--- src/rtl/ibufgds_diff_clk_buf_pkg.sv ---
// ----------------------------------------------------------------------------
// ibufgds_diff_clk_buf_pkg
// Shared defaults for the differential clock buffer and its health monitor.
//   DEF_WINDOW    : monitor window length in reference-clock cycles
//   DEF_CNT_W     : width of the reported edge count
//   DEF_MIN_EDGES : rising edges per window needed to call the clock present
//   WARMUP_W      : depth of the post-reset warm-up shift register
// ----------------------------------------------------------------------------
package ibufgds_diff_clk_buf_pkg;

  localparam int DEF_WINDOW    = 100;
  localparam int DEF_CNT_W     = 16;
  localparam int DEF_MIN_EDGES = 2;

  // Two synchroniser stages plus one edge-detect stage must fill with real
  // samples before their outputs are trusted.
  localparam int WARMUP_W      = 3;

endpackage

--- src/rtl/ibufgds_diff_clk_buf_sync2.sv ---
// ----------------------------------------------------------------------------
// ibufgds_diff_clk_buf_sync2
// Two-flop synchroniser into the clk domain, async active-low reset to 0.
//   clk   : destination clock
//   rst_n : asynchronous active-low reset
//   d     : asynchronous input
//   q     : synchronised output (two clk cycles of latency)
// ----------------------------------------------------------------------------
module ibufgds_diff_clk_buf_sync2 (
  input  logic clk,
  input  logic rst_n,
  input  logic d,
  output logic q
);

  logic meta;

  always_ff @(posedge clk or negedge rst_n) begin
    if (!rst_n) begin
      meta <= 1'b0;
      q    <= 1'b0;
    end else begin
      meta <= d;
      q    <= meta;
    end
  end

endmodule

--- src/rtl/ibufgds_diff_clk_buf.sv ---
// ----------------------------------------------------------------------------
// ibufgds_diff_clk_buf
// Differential clock input buffer with a clock-health monitor.
//   clk         : monitor reference clock (free-running, >= 3x O frequency)
//   rst_n       : async active-low reset, monitor only (buffer unaffected)
//   I / IB      : differential true / complement inputs
//   clr_err     : synchronous clear of diff_err (a same-cycle set wins)
//   O           : buffered single-ended clock, combinational
//   edge_count  : rising edges of O in the last completed window (saturating)
//   count_valid : one-cycle pulse when edge_count updates
//   clk_present : last window saw at least MIN_EDGES rising edges
//   diff_err    : sticky flag, I==IB seen for two consecutive clk cycles
// ----------------------------------------------------------------------------
module ibufgds_diff_clk_buf
  import ibufgds_diff_clk_buf_pkg::*;
#(
  parameter int WINDOW    = DEF_WINDOW,
  parameter int CNT_W     = DEF_CNT_W,
  parameter int MIN_EDGES = DEF_MIN_EDGES,
  parameter int DIFF_TERM = 0
) (
  input  logic             clk,
  input  logic             rst_n,
  input  logic             I,
  input  logic             IB,
  input  logic             clr_err,
  output logic             O,
  output logic [CNT_W-1:0] edge_count,
  output logic             count_valid,
  output logic             clk_present,
  output logic             diff_err
);

  localparam int               WIN_W    = (WINDOW > 2) ? $clog2(WINDOW) : 1;
  localparam logic [WIN_W-1:0] WIN_LAST = WIN_W'(WINDOW - 1);
  localparam logic [CNT_W-1:0] CNT_MAX  = '1;

  // Termination is a placement attribute of the pad; nothing to build here.
  if (DIFF_TERM != 0) begin : g_diff_term
  end

  function automatic logic [CNT_W-1:0] sat_inc(input logic [CNT_W-1:0] v,
                                               input logic             inc);
    if (inc && (v != CNT_MAX)) return v + CNT_W'(1);
    return v;
  endfunction

  // --------------------------------------------------------------------------
  // Buffer: a valid pair passes I straight through; an invalid pair (I==IB)
  // keeps the last valid level. X/Z on an input makes the select unknown, so
  // the mux yields X in simulation.
  // --------------------------------------------------------------------------
  logic o_hold;

  always_latch begin
    if (I ^ IB) o_hold <= I;
  end

  assign O = (I ^ IB) ? I : o_hold;

  // --------------------------------------------------------------------------
  // Stage 0/1: synchronise O, I, IB into the clk domain
  // --------------------------------------------------------------------------
  logic o_s, i_s, ib_s;

  ibufgds_diff_clk_buf_sync2 u_sync_o  (.clk(clk), .rst_n(rst_n), .d(O),  .q(o_s));
  ibufgds_diff_clk_buf_sync2 u_sync_i  (.clk(clk), .rst_n(rst_n), .d(I),  .q(i_s));
  ibufgds_diff_clk_buf_sync2 u_sync_ib (.clk(clk), .rst_n(rst_n), .d(IB), .q(ib_s));

  // --------------------------------------------------------------------------
  // Stage 2: edge detect, window count, differential check
  // --------------------------------------------------------------------------
  // The synchronisers and o_prev come out of reset holding 0, not real
  // samples. warm[1] marks synchronised values as real, warm[2] additionally
  // covers o_prev; without it a static-high O or a reset-valued 0/0 pair
  // would look like an edge or an invalid pair just after reset.
  logic [WARMUP_W-1:0] warm;
  logic                o_prev;
  logic                eq_prev;
  logic [WIN_W-1:0]    win_cnt;
  logic [CNT_W-1:0]    run_cnt;
  logic                rise;
  logic                eq_now;
  logic [CNT_W-1:0]    run_next;
  logic [31:0]         run_ext;

  assign rise     = warm[2] & o_s & ~o_prev;
  assign eq_now   = warm[1] & (i_s == ib_s);
  assign run_next = sat_inc(run_cnt, rise);
  assign run_ext  = 32'(run_next);

  always_ff @(posedge clk or negedge rst_n) begin
    if (!rst_n) begin
      warm        <= '0;
      o_prev      <= 1'b0;
      eq_prev     <= 1'b0;
      win_cnt     <= '0;
      run_cnt     <= '0;
      edge_count  <= '0;
      count_valid <= 1'b0;
      clk_present <= 1'b0;
      diff_err    <= 1'b0;
    end else begin
      warm    <= {warm[WARMUP_W-2:0], 1'b1};
      o_prev  <= o_s;
      eq_prev <= eq_now;

      // An edge detected on the terminal cycle still belongs to this window.
      if (win_cnt == WIN_LAST) begin
        win_cnt     <= '0;
        run_cnt     <= '0;
        edge_count  <= run_next;
        count_valid <= 1'b1;
        clk_present <= (run_ext >= 32'(MIN_EDGES));
      end else begin
        win_cnt     <= win_cnt + WIN_W'(1);
        run_cnt     <= run_next;
        count_valid <= 1'b0;
      end

      if (eq_now && eq_prev) diff_err <= 1'b1;
      else if (clr_err)      diff_err <= 1'b0;
    end
  end

endmodule

--- config.mk ---
export PLATFORM = sky130hd
export DESIGN_NAME = ibufgds_diff_clk_buf
export DESIGN_NICKNAME = d
export VERILOG_FILES = /design/src/rtl/ibufgds_diff_clk_buf_pkg.sv /design/src/rtl/ibufgds_diff_clk_buf_sync2.sv /design/src/rtl/ibufgds_diff_clk_buf.sv
export SDC_FILE = /design/constraint.sdc
export NUM_CORES = 1
export LEC_CHECK = 0
export CORE_ASPECT_RATIO = 0.6
export CORE_MARGIN = 2
export CORE_UTILIZATION = 55
export CTS_BUF_LIST = sky130_fd_sc_hd__clkbuf_16
export DETAILED_ROUTE_END_ITERATION = 8
export GPL_ROUTABILITY_DRIVEN = 1
export HOLD_SLACK_MARGIN = 0.12
export PLACE_DENSITY = 0.78
export SETUP_SLACK_MARGIN = 0.15
export SLEW_MARGIN = 0
export SYNTH_ARGS = -nofsm -noshare
export SYNTH_HDL_FRONTEND = slang
export SYNTH_SLANG_ARGS = --single-unit
--- constraint.sdc ---
create_clock -name clk -period 5.5 [get_ports clk]
set_clock_uncertainty 0.2 [all_clocks]
set_input_delay 1.65 -clock clk [delete_from_list [all_inputs] [get_ports clk]]
set_output_delay 1.65 -clock clk [all_outputs]
set_load 0.05 [all_outputs]
=== Word-level counts from Yosys, hierarchy flattened ===
Index checks and enable logic that the tools add are counted.

* Register bits: 53
* Latch bits: 1
* Bits of input ports: 5
* Word-level logic and storage cells: 41

* Add/subtract/negate cells: 2
* Order comparisons: 1
* Equal/unequal tests: 3
* Multiplexer cells: 11
* Bitwise operators: 5
* Reductions and logical operators: 3

{| class="wikitable"
|+ Operators with widths
! cell !! number
|-
| $mux 16 || 3
|-
| $add 16x1->16 const B || 1
|-
| $ge 16x2->1 const B || 1
|-
| $ne 16x16->1 const B || 1
|-
| $add 7x1->7 const B || 1
|-
| $eq 7x7->1 const B || 1
|-
| $mux 1 || 7
|-
| $mux 7 || 1
|-
| $and 1x1->1 || 3
|-
| $logic_and 1x1->1 || 2
|-
| $reduce_bool 2->1 || 1
|-
| $eq 1x1->1 || 1
|-
| $not 1->1 || 1
|-
| $xor 1x1->1 || 1
|}

=== Depth between registers and ports, before layout ===
* Depth in word-level cells: 6
* Gate-level depth with buffers: 9
* Gate-level depth less buffers: 8

=== Modules after synthesis ===
Synthesis repeated with hierarchy kept, for this count alone.

* Cell total of the unflattened synthesis: 230
* Area, all modules: 2356.0 um2

{| class="wikitable"
|+ Modules (own cells, without submodules)
! module !! instances !! cells each !! area an instance (um2) !! seq. area each (um2)
|-
| ibufgds_diff_clk_buf || 1 || 224 || 2205.9 || 1176.1
|-
| ibufgds_diff_clk_buf_sync2 || 3 || 2 || 50.0 || 50.0
|}

==> reports/results.ini <==
[outcome]
status = complete, no violations

[pwr]
powerDensity_mw_per_mm2 = 295.2
intPower_w = 0.0006130
ir_drop_v = 0.0001936
p_leak_nw = 1.203
sw_frac_of_total_pct = 25.13
clkPwrFrac_pct = 35.3
pwr-share-comb_pct = 10.9
power_frac_seq_pct = 53.9
p_total_w = 0.0008187
power.switching_w = 0.0002057

[setup_path]
crit_start = I
path_max_fanout = 5
cpMaxStageDelayCell = clkdlybuf4s50_1
cp-endpoint = O
critPathTopFamily = buffers and inverters
slowest_delay_ns = 0.55
reg2reg_from = win_cnt[0]$_DFF_PN0_
critical_path_class = primary input to primary output
reg2regPathDepth = 9
worstReg2RegEnd = clk_present$_DFFE_PN0P_
cp_num_buf_inv = 2
worstSetupEndpointType = primary output
worstPathArrival_ns = 2.72
crit_chain = clkdlybuf4s50_1, nor2_1, o21ai_0, buf_4
r2r_slack_ns = 2.66
worstSetupStartpointType = primary input
critPathRequiredTime_ns = 3.65
cp_num_cells = 4

[synthesis]
async_flop_share_pct = 98.15
ys.flop_type = dfrtp_1
ys_types = 46
synth-edff-count = 0
syn_avg_cell_area_um2 = 10.59
synth-seq-cells = 54
netlist_instances = 223
syn_nets = 230
ys_warn_count = 0
synth_area_mm2 = 0.002361

[die]
fp.dieW_um = 88.59
io-pin-count = 25
num_rows = 18
core-area_mm2 = 0.004121
die_y_um = 54.75
start_util_pct = 57.29
dieArea_mm2 = 0.004850

[placed_design]
place_congestion = 0.8182
hpwlAfterDp_um = 3003
port_buffers = 24

[grt]
antenna_found_initial = 0
grt_pass1_vias = 1589
overflow = 0
grt_pass1_wl_um = 7596
grt_max_degree = 54
grt.total_usage_pct = 21.29

[layout]
syn2layout_area_growth_pct = 17.49
antenna_cells = 0
fin_nets = 253
drive_above_1_share_pct = 9.756

[drt]
wirelength_um = 4407
drtPass1Iterations = 4
num_vias = 1652
ant_nets = 0
drt_iter0_drc = 80
drc = 0
routedWlPerCell_um = 14.40
via_per_inst = 5.399

[clocking]
insertion_delay_ns = 0.29
holdBufCountCts = 0
clkTransAtPathRegs_ns = 0.06
clockBufferDepth = 2
cts_setup_buffers = 0
cts_root_buffer = clkbuf_16
htreeDepth = 2
post_cts_resized = 0
cts_buffers = 5
cts_tree = built

[sta]
fmax_mhz = 218.9
final-hold-violation-count = 0
finalSetupTns_ns = 0
untimed_endpoints = 1
period_needed_ns = 4.568
rsz0062_at_grt = no
worstMarginPinSlew_ns = 0.6483
setup-violations-final = 0
fin_crit_sh_pct = 83.05
report.final.slew_viol_count = 0
unclocked_regs = 1
slew_headroom_pct = 56.78

[worst_hold_path]
min_path_type = flop to flop

[flow_run]
max_cap_violations = 0

## sequential cells by signal, summed over array words and instances, names as in the netlist, 3 cells and up
register	flops
edge_count	16
run_cnt	16
warm	3
win_cnt	7
## synth_stat cells, drive strengths merged, types with 2 or more instances
cell type	instances	area, um2
dfrtp	53	1326
ha	2	25.02
xnor2	15	131.4
nand3	7	40.04
a31o	2	17.52
clkbuf	6	22.52
and3	2	12.51
inv	5	18.76
nand2	24	92.59
buf	4	20.02
nor3	6	30.03
nand4	6	56.31
o21a	2	22.52
and2	2	12.51
nor2	32	120.1
and4	2	18.77
o21ai	19	95.09
and3b	2	17.52
xor2	6	52.55
a31oi	4	25.02
or3	2	17.52
mux2i	4	40.04
## routing by layer
| layer | GRT usage (%) | up-vias | wire length, um | part of all wire (%) |
|---|---|---|---|---|
| met1 | 31.32 | 796 | 2191 | 50 |
| met4 | 7.071 | 0 | 73 | 1.7 |
| met5 | 0 | - | 0 | 0 |
| met2 | 30.95 | 38 | 1927 | 44 |
| met3 | 5.430 | 11 | 215 | 4.9 |
| li1 | - | 807 | - | - |
## cells by family (layout without fill, tap and decap cells)
group | count (synthesis) | after routing | synth area share (%)
xor+xnor | 21 | 21 | 7.790
other cells | 1 | 1 | 0.1588
fa+ha+maj | 2 | 2 | 1.060
simple gates | 92 | 92 | 20.46
compound gates | 34 | 34 | 9.433
flops | 53 | 53 | 56.17
buf+inv | 15 | 38 | 2.596
mux | 4 | 4 | 1.696
latches | 1 | 1 | 0.6357
## final cells by class
cell class	instances	area (um2)
clock buffers	5	125.1
clock inverters	2	7.507
fillers	318	1348
inverters	5	18.77
multi-input cells	154	958.4
flip-flops and latches	54	1341
well taps	60	75.07
repair buffers	26	247.7
## worst register-to-register path, delay by kind of cell (launching register included)
kind	cells	cell delay [ns]
simple gates	5	1.18
buf+inv	2	0.61
flops	1	0.37
fa+ha+maj	1	0.22
compound gates	1	0.12
## worst min-delay path by stage
stage                             startpoint               endpoint  slack, ns  cells past startpoint
floorplan            u_sync_i.meta$_DFF_PN0_   u_sync_i.q$_DFF_PN0_       0.13                      0
global placement           warm[0]$_DFF_PN0_      warm[1]$_DFF_PN0_       0.13                      0
detailed placement  u_sync_ib.meta$_DFF_PN0_  u_sync_ib.q$_DFF_PN0_       0.13                      0
CTS                 u_sync_ib.meta$_DFF_PN0_  u_sync_ib.q$_DFF_PN0_       0.15                      0
global route        u_sync_ib.meta$_DFF_PN0_  u_sync_ib.q$_DFF_PN0_       0.16                      0
finish              u_sync_ib.meta$_DFF_PN0_  u_sync_ib.q$_DFF_PN0_       0.14                      0
## stage by stage
step | utilization, % | worst slack [ns] | instance area, um2 | std cells | hold slack (ns)
after floorplan | - | 0.8462 | 2361 | 223 | 0.1312
after detailed placement | 64.09 | 0.9113 | 2641 | 299 | 0.1347
after CTS | 67.30 | 0.9117 | 2774 | 306 | 0.1457
after global placement | 64.09 | 0.9801 | 2641 | 299 | 0.1323
after global routing | 67.30 | 0.7766 | 2774 | 306 | 0.1632
final | 67.30 | 0.9323 | 2774 | 306 | 0.1411
## power groups by stage
| stage | combinational (W) | sequential [W] | clock, W |
|---|---|---|---|
| global placement | 0.0000869 | 0.000446 | 0 |
| finish | 0.0000890 | 0.000441 | 0.000289 |
| detailed placement | 0.0000896 | 0.000449 | 0 |
| global route | 0.000100 | 0.000446 | 0.000311 |
| CTS | 0.0000901 | 0.000441 | 0.000293 |
| floorplan | 0.0000694 | 0.000437 | 0 |
## cell usage in the layout, fill, tap and decap left out, types with 2 or more instances in the layout
| cell type | Yosys | layout |
|---|---|---|
| nor2_1 | 32 | 32 |
| nand2_1 | 23 | 23 |
| nand4_1 | 3 | 3 |
| nand4_2 | 3 | 3 |
| mux2i_1 | 4 | 4 |
| ha_1 | 2 | 2 |
| nor3_1 | 6 | 6 |
| dfrtp_1 | 53 | 53 |
| and3_1 | 2 | 2 |
| a31oi_1 | 4 | 4 |
| inv_1 | 4 | 5 |
| nand3_1 | 6 | 6 |
| and3b_1 | 2 | 2 |
| xor2_1 | 6 | 6 |
| clkbuf_16 | 0 | 5 |
| and2_1 | 2 | 2 |
| a31o_2 | 2 | 2 |
| clkdlybuf4s50_1 | 0 | 22 |
| o21ai_0 | 18 | 18 |
| xnor2_1 | 15 | 15 |
| buf_4 | 0 | 3 |
No activity file was read; power rests on OpenSTA's default activity.
